==> src/rtl/msu_driver_if.sv <==
// Host-side request/response channel of the msu driver.
// Parameters: WordW (operand/result width), IterBits (iteration count width).
// Signals:
//   req_valid/req_ready/req_sq/req_iters   : request channel (host -> driver)
//   resp_valid/resp_ready/resp_nr/resp_r/resp_err : response channel (driver -> host)
// Modports: master = host/DMA side, slave = driver side.
interface msu_driver_if #(
   parameter int unsigned WordW    = 64,
   parameter int unsigned IterBits = 32
);
   logic                req_valid;
   logic                req_ready;
   logic [WordW-1:0]    req_sq;
   logic [IterBits-1:0] req_iters;
   logic                resp_valid;
   logic                resp_ready;
   logic [WordW-1:0]    resp_nr;
   logic [WordW-1:0]    resp_r;
   logic                resp_err;

   modport master (
      output req_valid, req_sq, req_iters, resp_ready,
      input  req_ready, resp_valid, resp_nr, resp_r, resp_err
   );

   modport slave (
      input  req_valid, req_sq, req_iters, resp_ready,
      output req_ready, resp_valid, resp_nr, resp_r, resp_err
   );
endinterface

==> src/rtl/msu_driver.sv <==
// Host-side sequencer for the modular squaring unit (msu).
// Accepts an operand and iteration count, pulses msu start, waits
// iters*CyclesPerSquare cycles, pulses stop, captures the redundant result
// (or times out) and returns it over the response channel.
// Ports:
//   clk_i, rst_ni      : clock, asynchronous active-low reset
//   host               : msu_driver_if.slave request/response channel
//   msu_start_o/stop_o : one-cycle control pulses to the msu
//   msu_sq_nr_o        : operand to the msu, held from accept to next accept
//   msu_sq_r_o         : redundant operand half, tied to zero
//   msu_sq_nr_i/sq_r_i : msu result halves
//   msu_valid_i        : msu result valid
// Optional feature macro MSU_DRIVER_ABORT_EN adds abort_i / resp_aborted_o.
module msu_driver #(
   parameter int unsigned IterBits        = 32,
   parameter int unsigned CyclesPerSquare = 2,
   parameter int unsigned DrainTimeout    = 16,
   parameter int unsigned WordW           = 64
) (
   input  logic             clk_i,
   input  logic             rst_ni,
   msu_driver_if.slave      host,
`ifdef MSU_DRIVER_ABORT_EN
   input  logic             abort_i,
   output logic             resp_aborted_o,
`endif
   output logic             msu_start_o,
   output logic             msu_stop_o,
   output logic [WordW-1:0] msu_sq_nr_o,
   output logic [WordW-1:0] msu_sq_r_o,
   input  logic [WordW-1:0] msu_sq_nr_i,
   input  logic [WordW-1:0] msu_sq_r_i,
   input  logic             msu_valid_i
);

   localparam int unsigned CntW = IterBits + 8;
   localparam int unsigned TmoW = (DrainTimeout < 2) ? 1 : $clog2(DrainTimeout);

   typedef enum logic [2:0] {IDLE, START, RUN, STOP, DRAIN, RESP} state_e;

   state_e              state_q, state_d;
   logic [CntW-1:0]     cnt_q, cnt_d, total;
   logic [TmoW-1:0]     tmo_q, tmo_d;
   logic [IterBits-1:0] iters_q, iters_d;
   logic [WordW-1:0]    sq_d, nr_d, r_d;
   logic                err_d, abrt_q, abrt_d;

   assign msu_sq_r_o = '0;
   assign total      = CntW'(iters_q) * CntW'(CyclesPerSquare);

`ifdef MSU_DRIVER_ABORT_EN
   assign resp_aborted_o = abrt_q;
`endif

   // State, datapath and registered outputs
   always_ff @(posedge clk_i or negedge rst_ni) begin
      if (!rst_ni) begin
         state_q         <= IDLE;
         cnt_q           <= '0;
         tmo_q           <= '0;
         iters_q         <= '0;
         abrt_q          <= 1'b0;
         msu_sq_nr_o     <= '0;
         msu_start_o     <= 1'b0;
         msu_stop_o      <= 1'b0;
         host.req_ready  <= 1'b1;
         host.resp_valid <= 1'b0;
         host.resp_nr    <= '0;
         host.resp_r     <= '0;
         host.resp_err   <= 1'b0;
      end else begin
         state_q         <= state_d;
         cnt_q           <= cnt_d;
         tmo_q           <= tmo_d;
         iters_q         <= iters_d;
         abrt_q          <= abrt_d;
         msu_sq_nr_o     <= sq_d;
         msu_start_o     <= (state_d == START);
         msu_stop_o      <= (state_d == STOP);
         host.req_ready  <= (state_d == IDLE);
         host.resp_valid <= (state_d == RESP);
         host.resp_nr    <= nr_d;
         host.resp_r     <= r_d;
         host.resp_err   <= err_d;
      end
   end

   // Next-state and datapath update
   always_comb begin
      state_d = state_q;
      cnt_d   = cnt_q;
      tmo_d   = tmo_q;
      iters_d = iters_q;
      abrt_d  = abrt_q;
      sq_d    = msu_sq_nr_o;
      nr_d    = host.resp_nr;
      r_d     = host.resp_r;
      err_d   = host.resp_err;
      unique case (state_q)
         IDLE: begin
            if (host.req_valid && host.req_ready) begin
               sq_d    = host.req_sq;
               iters_d = host.req_iters;
               abrt_d  = 1'b0;
               if (host.req_iters == '0) begin
                  // Zero iterations: the operand is already the result
                  state_d = RESP;
                  nr_d    = host.req_sq;
                  r_d     = '0;
                  err_d   = 1'b0;
               end else begin
                  state_d = START;
               end
            end
         end
         START: begin
            // The start cycle counts as the first of the total cycles
            if (total == CntW'(1)) begin
               state_d = STOP;
            end else begin
               cnt_d   = total - CntW'(1);
               state_d = RUN;
            end
`ifdef MSU_DRIVER_ABORT_EN
            if (abort_i) begin
               state_d = STOP;
               abrt_d  = 1'b1;
            end
`endif
         end
         RUN: begin
            if (cnt_q <= CntW'(1)) begin
               state_d = STOP;
            end else begin
               cnt_d = cnt_q - CntW'(1);
            end
`ifdef MSU_DRIVER_ABORT_EN
            if (abort_i) begin
               state_d = STOP;
               abrt_d  = 1'b1;
            end
`endif
         end
         STOP: begin
            // Timeout is measured from the stop cycle
            tmo_d   = TmoW'(DrainTimeout - 1);
            state_d = DRAIN;
         end
         DRAIN: begin
            if (msu_valid_i) begin
               nr_d    = msu_sq_nr_i;
               r_d     = msu_sq_r_i;
               err_d   = 1'b0;
               state_d = RESP;
            end else if (tmo_q <= TmoW'(1)) begin
               nr_d    = msu_sq_nr_i;
               r_d     = msu_sq_r_i;
               err_d   = 1'b1;
               state_d = RESP;
            end else begin
               tmo_d = tmo_q - TmoW'(1);
            end
         end
         RESP: begin
            if (host.resp_ready) begin
               state_d = IDLE;
               abrt_d  = 1'b0;
            end
         end
         default: state_d = IDLE;
      endcase
   end

endmodule

==> src/flat_wrapper.sv <==
// flat-port wrapper written by rule: the top's interface ports become plain ports
module msu_driver_flat 
#(
   parameter int unsigned IterBits        = 32,
   parameter int unsigned CyclesPerSquare = 2,
   parameter int unsigned DrainTimeout    = 16,
   parameter int unsigned WordW           = 64
)
  (clk_i, rst_ni, msu_start_o, msu_stop_o, msu_sq_nr_o, msu_sq_r_o, msu_sq_nr_i, msu_sq_r_i, msu_valid_i, host_req_valid, host_req_sq, host_req_iters, host_resp_ready, host_req_ready, host_resp_valid, host_resp_nr, host_resp_r, host_resp_err);
  msu_driver_if #(.WordW(WordW), .IterBits(IterBits)) host_i ();
  input  logic clk_i;
  input  logic rst_ni;
  output logic msu_start_o;
  output logic msu_stop_o;
  output logic [WordW-1:0] msu_sq_nr_o;
  output logic [WordW-1:0] msu_sq_r_o;
  input  logic [WordW-1:0] msu_sq_nr_i;
  input  logic [WordW-1:0] msu_sq_r_i;
  input  logic msu_valid_i;
  input wire logic [$bits(host_i.req_valid)-1:0] host_req_valid;
  input wire logic [$bits(host_i.req_sq)-1:0] host_req_sq;
  input wire logic [$bits(host_i.req_iters)-1:0] host_req_iters;
  input wire logic [$bits(host_i.resp_ready)-1:0] host_resp_ready;
  output wire logic [$bits(host_i.req_ready)-1:0] host_req_ready;
  output wire logic [$bits(host_i.resp_valid)-1:0] host_resp_valid;
  output wire logic [$bits(host_i.resp_nr)-1:0] host_resp_nr;
  output wire logic [$bits(host_i.resp_r)-1:0] host_resp_r;
  output wire logic [$bits(host_i.resp_err)-1:0] host_resp_err;
  assign host_i.req_valid = host_req_valid;
  assign host_i.req_sq = host_req_sq;
  assign host_i.req_iters = host_req_iters;
  assign host_i.resp_ready = host_resp_ready;
  assign host_req_ready = host_i.req_ready;
  assign host_resp_valid = host_i.resp_valid;
  assign host_resp_nr = host_i.resp_nr;
  assign host_resp_r = host_i.resp_r;
  assign host_resp_err = host_i.resp_err;
  msu_driver #(.IterBits(IterBits), .CyclesPerSquare(CyclesPerSquare), .DrainTimeout(DrainTimeout), .WordW(WordW)) u_core (.clk_i(clk_i), .rst_ni(rst_ni), .host(host_i), .msu_start_o(msu_start_o), .msu_stop_o(msu_stop_o), .msu_sq_nr_o(msu_sq_nr_o), .msu_sq_r_o(msu_sq_r_o), .msu_sq_nr_i(msu_sq_nr_i), .msu_sq_r_i(msu_sq_r_i), .msu_valid_i(msu_valid_i));
endmodule
==> config.mk <==
export PLATFORM = sky130hd
export DESIGN_NAME = msu_driver_flat
export DESIGN_NICKNAME = d
export VERILOG_FILES = /design/src/rtl/msu_driver_if.sv /design/src/rtl/msu_driver.sv /design/src/flat_wrapper.sv
export SDC_FILE = /design/constraint.sdc
export NUM_CORES = 1
export LEC_CHECK = 0
export ABC_AREA = 0
export CAP_MARGIN = 0
export CORE_MARGIN = 2
export CORE_UTILIZATION = 30
export DETAILED_ROUTE_END_ITERATION = 7
export PLACE_DENSITY_LB_ADDON = 0.12
export RECOVER_POWER = 50
export REMOVE_ABC_BUFFERS = 1
export SYNTH_ARGS = -nofsm -noshare
export SYNTH_HDL_FRONTEND = slang
export SYNTH_SLANG_ARGS = --single-unit
==> constraint.sdc <==
create_clock -name clk_i -period 2.7 [get_ports clk_i]
set_input_delay 0.405 -clock clk_i [delete_from_list [all_inputs] [get_ports clk_i]]
set_output_delay 0.405 -clock clk_i [all_outputs]
set_load 0.01 [all_outputs]
==> summary.md, run 1 <==
| Metric | Value |
|---|---|
| Post-DP Area | 18300 sq um |
| Post-synth ARST share | 100% |
| Distinct cells, synth | 64 |
| Post-DP HPWL | 35100 um |
| Top cell type's share of synthesized area | 52.0% |
| Minimum clock period | 2.53 ns |
| Worst-Skew Late Latency | 0.55 ns |
| Post-Synthesis Cells | 1305 |
| Relative slew slack | -30.4% |
| Failing checks | max-capacitance violations, max-slew violations |
| CP Capture Type | register |
| Max VDD drop | 0.000547 V |
| Critical path's largest stage delay | 0.63 ns |
| Yosys reg bits | 276 |
| WHS | a little over 0.4 ns |
| Post-synthesis sequential area ratio | 52.2% |
| Hold path depth | 3 |
| Fin nets | 1977 |
| R2R depth | 6 |
| Initial Utilization | between 30 and 40% |
| Clk sinks | 276 |
| Hold Fails Final Rpt | 0 |
| Unrepaired setup endpoints after global routing | no |
| Layout cells sized above 1 | 12.3% |
| Worst-path clk slew | 0.06 ns |
| DR vias/cell | 4.74 |
| Drt first pass iters | 5 |
| Post-synthesis mux area share | 13.0% |
| Result of the run | finished, violations left |
| Slew @ Worst Pin | roughly 2.0 ns |
| Residual DRC | 0 |
| Fin util | roughly 45% |
| Largest net degree at the start of global routing | 82 |
| I/O Buffers | 425 |
| Total gr overflow | 0 |
| CP Depth | 6 |
| Critical path class | register to register |
| WP data required | about 3.1 ns |
| Fin crit share | 93.8% |
| GRT Total Usage | 20.1% |
| Post-Route WL | between 40000 and 50000 um |
| Number of global-route vias before repair | 11382 |
| Clk root buf | clkbuf_16 |
| Design Area, Final | 19300 sq um |
| Largest family of logic cells by synthesized area | simple AND/OR/NAND/NOR gates |
| Hold WC Path Type | input port to register |
| Final GP Congestion | 0.856 |
| Slowest library cell on the worst path | or4_1 |
| First-pass GRT wire length | around 71000 um |
| Synth Area in Compound Gates | 12.1% |
| Most common cell after layout, fill and taps aside | clkdlybuf4s50_1 |
| Die ar. | 45800 sq um |
| Setup TNS | 0 ns |
| F_max | a little under 400 MHz |
| Number of synthesized flops with an enable pin | 0 |
| Mean post-synth cell area | 10.1 sq um |
| Initial antenna violation count | 6 |
| Num CTS Buffers | 35 |
| Critical Path Source Type | register |
| Cell taking the most area after synthesis | dfrtp_1 |
| Synth Area in Adders | 0.473% |
| Synth Area in XOR/XNOR | about 1.7% |
| PwrDens | 1060 nW/um^2 |
| Simple-gate share of the synthesized area | 14.1% |
| WP buf/inv | 1 |
| Leak | 7.97 nW |
| Top Ports | 490 |
| Die H | 214 um |
| Worst Path Arrival | between 2 and 3 ns |
| Synthesized area | 13200 sq um |
| Max Cap Violations | 1 |
| Core Area | approximately 43000 sq um |
| Clk buf depth | 3 |
| Area contributors post-synth | dfrtp_1 (52%), mux2_2 (8.2%), o21ai_0 (7.1%), nand2_1 (6.3%), mux2i_1 (4.8%) |
| CTS tree | done |
| Setup bufs post-CTS | 0 |
| FP Rows | 76 |
| Critical Path Fanout Max | 18 |
| Main synth FF type | dfrtp_1 |
| CP delay by family, top | simple AND/OR/NAND/NOR gates |
| Power consumption | 20.5 mW |
| Detail Route Antenna Nets | 0 |
| Iter 0 DRT Violations | 624 |
| Fin. max-slew vios | 66 |
| Ys Warns | 0 |
| Most frequent cells in the layout | clkdlybuf4s50_1 (360), dfrtp_1 (275), nand2_1 (221), o21ai_0 (187), mux2_2 (96) |
| Setup Viol. Count Final | 0 |
| Die width | 214 um |
| Area grow syn2layout | 45.8% |
| Skew final | 0.0305 ns |
| CTS H-tree lvls | 2 |
| Critical path, cell by cell | or4_1 -> nor3_1 -> nand3_1 -> o31a_1 -> buf_12 -> a32o_1 |
| Vias | ~11000 |
| Routed len/inst | 19.7 um |
Yosys cell counts (5+ instances only):
cell type / number
dfrtp_1: 275
nand2_1: 222
o21ai_0: 187
mux2_2: 96
buf_4: 66
mux2i_1: 64
clkbuf_1: 57
nor2_1: 49
a21oi_1: 39
nor4_1: 26
nor3_1: 24
buf_1: 15
xnor2_1: 13
nand3_1: 12
xor2_1: 12
inv_1: 11
or4_1: 11
nand4_1: 9
or3_1: 9
o31ai_1: 7
a22oi_1: 6
and3_1: 6
nand3b_1: 6
a31oi_1: 5
ha_1: 5
final timing paths:
check	slack [ns]	endpoint	start
max	0.17	u_core.cnt_q[24]	u_core.cnt_q[29]
min	0.41	u_core.host.resp_r[23]	msu_sq_r_i[23]
max reg2reg	0.17	u_core.cnt_q[24]	u_core.cnt_q[29]
min reg2reg	0.47	u_core.host.resp_nr[18]	u_core.host.resp_nr[18]
max in group asynchronous	0.44	u_core.msu_sq_nr_o[4]	rst_ni
min in group asynchronous	0.97	u_core.host.resp_nr[52]	rst_ni
final cells by class:
cell class,instances,area [sq um]
Tap cell,585,732
Fill cell,4160,24000
Inverter,11,41.3
Timing Repair Buffer,481,4820
Clock buffer,52,980
Clock inverter,7,46.3
Sequential cell,276,6910
Multi-Input combinational cell,938,5750
Antenna cell,7,17.5
metal layers:
layer / vias to the layer above / wire length (um) / GRT usage (%)
met2: 366 / 22300 / 32.8
met3: 61 / 4100 / 7.33
met1: 5389 / 18700 / 24.1
li1: 5350 / - / -
met5: - / 0 / 0
met4: 0 / 1320 / 7.83
what timing repair did:
action / CTS / global route
hold buffers: 1 / 0
gates resized for setup: 0 / 3
endpoints found under the setup margin: 0 / 4
endpoints found under the hold margin: 60 / 0
worst reg2reg max path, delay by kind of cell, from the launching register on:
family                 cells  cell delay, ns
flip-flops                 1            0.42
buffers and inverters      1            0.20
AND/OR/NAND/NOR            3            1.11
AO/OA/AOI/OAI              2            0.70
stage by stage:
| stage | worst slack (ns) | cells |
|---|---|---|
| after CTS | 0.171 | 2350 |
| after detailed placement | 0.0767 | 2290 |
| after floorplan | -6.48 | 1225 |
| after global routing | 0.0333 | 2356 |
| final | 0.167 | 2357 |
| after global placement | 0.0947 | 2290 |
cells by family after synthesis:
family	count (synthesis)
flip-flops	276
buffers and inverters	154
other	1
adder cells (fa/ha/maj)	5
AND/OR/NAND/NOR	400
AO/OA/AOI/OAI	284
XOR/XNOR	25
multiplexers	160
where the power goes:
group / internal (mW) / total [mW] / switching, mW
combinational: 4.58 / 8.92 / 4.35
sequential: 5.92 / 7.23 / 1.31
clock: 2.51 / 4.34 / 1.83
total: 13.0 / 20.5 / 7.49
sequential cells by signal, summed over array words and instances, names as in the netlist:
signal,flops
u_core.msu_sq_nr_o,64
u_core.cnt_q,40
u_core.msu_stop_o,1
u_core.host.resp_r,64
u_core.state_q,3
u_core.host.resp_valid,1
u_core.iters_q,32
u_core.tmo_q,4
u_core.host.resp_nr,64
u_core.host.req_ready,1
u_core.host.resp_err,1
u_core.msu_start_o,1
(Power assumes the default switching activity.)
==> run 2: changes to the inputs <==
- CORE_MARGIN: 2 -> 1
==> run 2 against run 1 <==
  * The run now ends clean
  * Sequential share of layout area shrank 0.13 points
  * Sequential cell count unchanged
  * Clock skew shrank 0.020 ns
  * Highest routed layer is now met5
==> summary.md, run 2 (same netlist as run 1, synthesis figures left out) <==
| Metric | Value |
|---|---|
| Result of the run | finished, final reports clean |
| Unrepaired setup endpoints after global routing | no |
| Fin crit share | 93.7% (about the same) |
| Initial antenna violation count | 4 (-2) |
| Post-DP HPWL | 34100 um (-2.9%) |
| Area grow syn2layout | 46.4% |
| Relative slew slack | 9.62% (+40 points) |
| Total gr overflow | 0 (unchanged) |
| Grt met2 use | 32.6% (-0.15 points) |
| Hold WC Path Type | input port to register |
| Routed len/inst | 19.5 um (-0.84%) |
| Slew @ Worst Pin | 1.36 ns (-0.600 ns) |
| Number of global-route vias before repair | 11278 (-0.91%) |
| M1 GR Usage | 24.8% (+0.70 points) |
| Switching share of power | 35.7% (-0.85 points) |
| Critical path's largest stage delay | 0.59 ns (-0.04 ns) |
| CTS tree | done |
| Detail Route Antenna Nets | 0 (unchanged) |
| Fin. max-slew vios | 0 (-100%) |
| Most common cell after layout, fill and taps aside | clkdlybuf4s50_1 |
| Critical path, cell by cell | or4_4 -> or3_1 -> or2_2 -> and4bb_4 -> a31oi_1 -> o21ai_0 |
| Most frequent cells in the layout | clkdlybuf4s50_1 (423), dfrtp_1 (275), nand2_1 (221), o21ai_0 (187), mux2_2 (96) |
| Clk sinks | 276 (unchanged) |
| WP data required | 3.16 ns (+0.02 ns) |
| Clk root buf | clkbuf_16 |
| Biggest regs | u_core.host.resp_nr x64, u_core.host.resp_r x64, u_core.msu_sq_nr_o x64 |
| PwrDens | 1090 nW/um^2 (+2.8%) |
| Clk pwr share | 23.3% (+2.1 points) |
| Critical Path Fanout Max | 7 (-11) |
| Num CTS Buffers | 36 (+2.9%) |
| CP Capture Type | register |
| Final cell count without fillers | 2356 (-0.042%) |
| Post-Route WL | 46000 um (-0.88%) |
| Iter 0 DRT Violations | 565 (-9.5%) |
| Fin nets | 1974 (-0.15%) |
| Residual DRC | 0 (unchanged) |
| F_max | 395 MHz (about the same) |
| Leak | 7.88 nW (-1.1%) |
| Initial Utilization | 30.6% (unchanged) |
| Setup TNS | 0 ns (unchanged) |
| Psw | 7.55 mW (+0.81%) |
| Routing usage on met3 | 7.36% (+0.030 points) |
| Vias | 11129 (-0.33%) |
| Slowest library cell on the worst path | or4_4 |
| Core Area | 43300 sq um (unchanged) |
| Minimum clock period | 2.53 ns (-0.00243 ns) |
| Max Cap Violations | 0 (-1) |
| Combinational power share | 42.3% (-1.2 points) |
| Worst-path clk slew | 0.06 ns (about the same) |
| Die H | 212 um (-0.93%) |
| Max VDD drop | 0.000633 V (+16%) |
| First-pass GRT wire length | 68600 um (-3.5%) |
| Busiest grt layer | met2 |
| Largest net degree at the start of global routing | 93 (+13%) |
| Internal | 13.6 mW (+4.6%) |
| GRT Total Usage | 20.3% (+0.20 points) |
| DR vias/cell | 4.72 (-0.29%) |
| Drt first pass iters | 5 (unchanged) |
| CTS H-tree lvls | 2 (unchanged) |
| Final GP Congestion | 0.857 (+0.12%) |
| Critical Path Source Type | register |
| FP Rows | 76 (unchanged) |
| Power share of the sequential group | 34.4% (-0.9 points) |
| Fin util | 44.7% (+0.16 points) |
| Hold Fails Final Rpt | 0 (unchanged) |
| Layout cells sized above 1 | 12.4% (+0.15 points) |
| Top Ports | 490 (unchanged) |
| Critical path class | register to register |
| Setup Viol. Count Final | 0 (unchanged) |
| Die width | 212 um (-0.93%) |
| Clk buf depth | 3 (unchanged) |
| Skew final | 0.0102 ns (-0.0203 ns) |
| I/O Buffers | 425 (unchanged) |
| Placed cells | 2286 (-0.17%) |
| Worst-Skew Late Latency | 0.54 ns (about the same) |
| Die ar. | 44900 sq um (-1.9%) |
| Worst Path Arrival | 2.99 ns (+0.02 ns) |
run 2: cell types whose count changed in the layout (fill, tap and decap cells not counted), sizes merged:
cell / before / now
inv: 14 / 13
dlygate4sd3: 65 / 2
diode: 7 / 3
bufinv: 0 / 3
clkinv: 4 / 8
buf: 50 / 40
clkbuf: 58 / 63
clkinvlp: 0 / 2
clkdlybuf4s50: 360 / 423
run 2: final timing paths:
path / slack [ns] / to / cells past startpoint / startpoint
max in group asynchronous: 0.57 / u_core.iters_q[30] / 3 / rst_ni
min reg2reg: 0.47 / u_core.host.resp_err / 2 / u_core.host.resp_err
min in group asynchronous: 0.41 / u_core.msu_sq_nr_o[5] / 2 / rst_ni
max: 0.17 / u_core.cnt_q[36] / 6 / u_core.iters_q[14]
max reg2reg: 0.17 / u_core.cnt_q[36] / 6 / u_core.iters_q[14]
min: 0.40 / u_core.host.resp_r[12] / 3 / msu_sq_r_i[12]
run 2: worst max-delay path, delay by kind of cell (launching register included):
kind            cells  cell delay (ns)
flops               1             0.42
simple gates        4             1.78
compound gates      2             0.25
run 2: power by group through the flow:
stage / sequential (mW) / clock, mW / combinational, mW
floorplan: 7.64 / 0 / 3.92
global placement: 7.23 / 0 / 9.02
detailed placement: 7.28 / 0 / 9.05
CTS: 7.26 / 5.10 / 9.08
global route: 7.53 / 5.24 / 9.74
finish: 7.27 / 4.93 / 8.95
run 2: through the flow:
| step | cell area [sq um] | total power, mW | setup WS (ns) | hold slack (ns) |
|---|---|---|---|---|
| after floorplan | 12700 | 11.6 | -6.48 | 0.109 |
| after global placement | 18200 | 16.2 | -0.0611 | 0.438 |
| after detailed placement | 18200 | 16.3 | -0.0494 | 0.441 |
| after CTS | 19400 | 21.4 | 0.109 | 0.358 |
| after global routing | 19400 | 22.5 | 0.0250 | 0.376 |
| final | 19400 | 21.2 | 0.170 | 0.401 |
run 2: metal layers:
layer  share of wire [%]  routed length (um)
met5               0.028                  13
met4                 2.8                1280
met3                 8.1                3730
met2                  48               22200
met1                  41               18800
run 2: final cells by class:
| type | instances | area, sq um |
|---|---|---|
| fill | 4185 | 23900 |
| clock inverter | 15 | 163 |
| tap | 585 | 732 |
| sequential | 276 | 6910 |
| inverter | 11 | 41.3 |
| multi-input combinational | 938 | 5750 |
| timing repair buffer | 477 | 4700 |
| clock buffer | 51 | 1050 |
| antenna | 3 | 7.51 |
run 2: repair_timing:
item                                    in CTS  in global routing
endpoints found under the hold margin       60                  0
endpoints found under the setup margin       0                 21
gates resized for setup                      0                  4
buffers inserted                             0                  0
hold buffers                                 1                  0
==> run 3: changes to the inputs <==
- SLEW_MARGIN: not set -> 20
==> results of run 3 <==
Same layout as run 2: the final DEF is identical, and so are final timing and power.
==> patch, RTL diff (settings of run 2) <==
Make the reset (`rst_ni`) synchronous in one clocked block. Comments in the files are not updated.
--- a/src/rtl/msu_driver.sv
+++ b/src/rtl/msu_driver.sv
@@ -55,3 +55,3 @@
    // State, datapath and registered outputs
-   always_ff @(posedge clk_i or negedge rst_ni) begin
+   always_ff @(posedge clk_i) begin
       if (!rst_ni) begin
Behaviour: differs if rst_ni is asserted again (counterexample within 4 cycles, from zero or initial values and one cycle with rst_ni low); with rst_ni held inactive, the same outputs for 4 cycles.
==> patch against run 2 <==
- the flow now finishes with violations (negative setup slack)
- sequential cell count unchanged
- cell area decreased by 6.1%
- total power fell by 24%
- sequential share of layout area is 5.3 points lower
- global-route usage rose by 3.9 points
- die area decreased by 8.2%
- core utilization grew 0.89 points
- setup slack worse by 180 ps
- non-clock buffer count is 33 higher
- critical path depth increased by 2
- synthesized area fell by 8.3%
- routed wire length grew 11%
- via count grew 14%
- clock power down 11%
==> patch: results (changes against run 2) <==
- Met1 usage: 0.280 (+0.0323)
- Vias in the first global route: 12,400 (+10%)
- Initial DRC Count: 929 (+64%)
- Fin worst setup slack: -10.2 ps (-180 ps)
- VDD IR-drop max: 0.438 mV (-31%)
- Worst Clk Skew: 16.9 ps (+6.74 ps)
- Via count: 12,700 (+14%)
- NumNets Final: 2,170 (+9.9%)
- # setup viols final: 1 (+1)
- Cts bufs inserted: 34 (-5.6%)
- Status: finished with violations
- Share of flip-flops with an asynchronous set or reset: 0 (-1.00)
- Detailed placer's ending HPWL: 37,300 microns (+9.6%)
- Post-Syn Area per Cell: 8.06 sq um (-20%)
- Failing checks: negative setup slack
- Met3 usage: 0.0748 (+0.00122)
- Layout cells sized above 1: 0.0797 (-0.0448)
- Crit-path max FO: 43 (+36)
- Sequential share of the synthesized area: 0.456 (-0.0667)
- Fill cells: 4,000 (-4.4%)
- Final GP Congestion: 0.908 (+5.9%)
- Dominant synthesized flop cell: dfxtp_1
- Reg2Reg Depth: 9 (+3)
- Most frequent cells after synthesis: dfxtp_1 (276), nand2_1 (233), a21oi_1 (208), nor2_1 (112), clkbuf_1 (103)
- Clock Tree Buf Depth: 3 (unchanged)
- Worst R2R Setup Slack: 100 ps (-70 ps)
- Met2 Usage GRT: 0.400 (+0.0737)
- Crit path DAT: 3110 ps (+120 ps)
- Placed cells: 2,425 (+6.1%)
- WHS: 340 ps (-61.7 ps)
- Pin count of the biggest net entering global routing: 67 (-28%)
- Final Instance Count excl. Fillers: 2,490 (+5.7%)
- All-Layer GR Usage: 0.242 (+0.0389)
- Wire per inst: 20.5 microns (+5.1%)
- Hold Crit Depth: 2 (-1)
- Area grow syn2layout: 49.8%
- Leak pwr: 7.21 nW (-8.6%)
- Dpl cell area: 0.0171 sq mm (-5.9%)
==> patch: routing by layer <==
metal / wire length [microns] / share of wire / vias up
met3: 3970 / 0.078 / 110
met4: 2340 / 0.046 / 6
met5: 43 / 0.00084 / -
met1: 20100 / 0.39 / 6021
li1: - / - / 6070
met2: 24600 / 0.48 / 469
==> patch: worst paths after layout <==
kind                                          end                                  from
min reg2reg  u_core.host.resp_nr[11]$_SDFFE_PN0P_  u_core.host.resp_nr[11]$_SDFFE_PN0P_
max           u_core.host.resp_r[37]$_SDFFE_PN0P_                    host_req_iters[31]
min                 u_core.cnt_q[39]$_SDFFE_PN0P_                                rst_ni
max reg2reg         u_core.cnt_q[36]$_SDFFE_PN0P_        u_core.iters_q[0]$_SDFFE_PN0P_
==> patch: metrics by stage <==
stage          setup WS (ps)  setup TNS (ps)
6_report               -10.2           -10.2
5_1_grt                -31.4           -31.4
4_1_cts                 17.6               0
3_5_place_dp            -362          -35140
3_3_place_gp            -360          -32920
2_1_floorplan          -2130         -489900
==> patch: cell type report <==
cell class,instances,share of cell area
Timing Repair Buffer,510,0.273
Sequential cell,276,0.304
Antenna cell,7,0.000964
Clock buffer,49,0.0527
Clock inverter,9,0.00523
Inverter,74,0.0156
Multi-Input combinational cell,1040,0.312
Tap cell,525,0.0361
==> patch: report_power, final <==
group / leakage, nW / total, mW / internal [mW] / switching (mW)
combinational: 4.46 / 6.60 / 2.69 / 3.91
clock: 0.512 / 4.40 / 2.50 / 1.90
sequential: 2.24 / 5.08 / 4.63 / 0.447
==> patch: cells by family (layout without fill, tap and decap cells) <==
| family | count (synthesis) | in the layout | share of synthesized area |
|---|---|---|---|
| fa+ha+maj | 5 | 5 | 0.00516 |
| simple gates | 496 | 496 | 0.185 |
| xor+xnor | 25 | 25 | 0.0181 |
| buf+inv | 252 | 642 | 0.0988 |
| other cells | 1 | 71 | 0.000309 |
| flops | 276 | 276 | 0.456 |
| compound gates | 450 | 450 | 0.237 |
==> patch: worst max-delay path, cell delays in order <==
cell           delay, ps
dlygate4sd3_1        570
nor4_1               820
and4_1               350
nand4_1              230
and2_4               300
buf_12               200
a22oi_1              150
nor2_1                70
==> patch: what timing repair did <==
action                                  4_1_cts  5_1_grt
buffers inserted                              0        0
endpoints found under the hold margin         0        0
endpoints found under the setup margin        0        6
resized for setup                             0        4
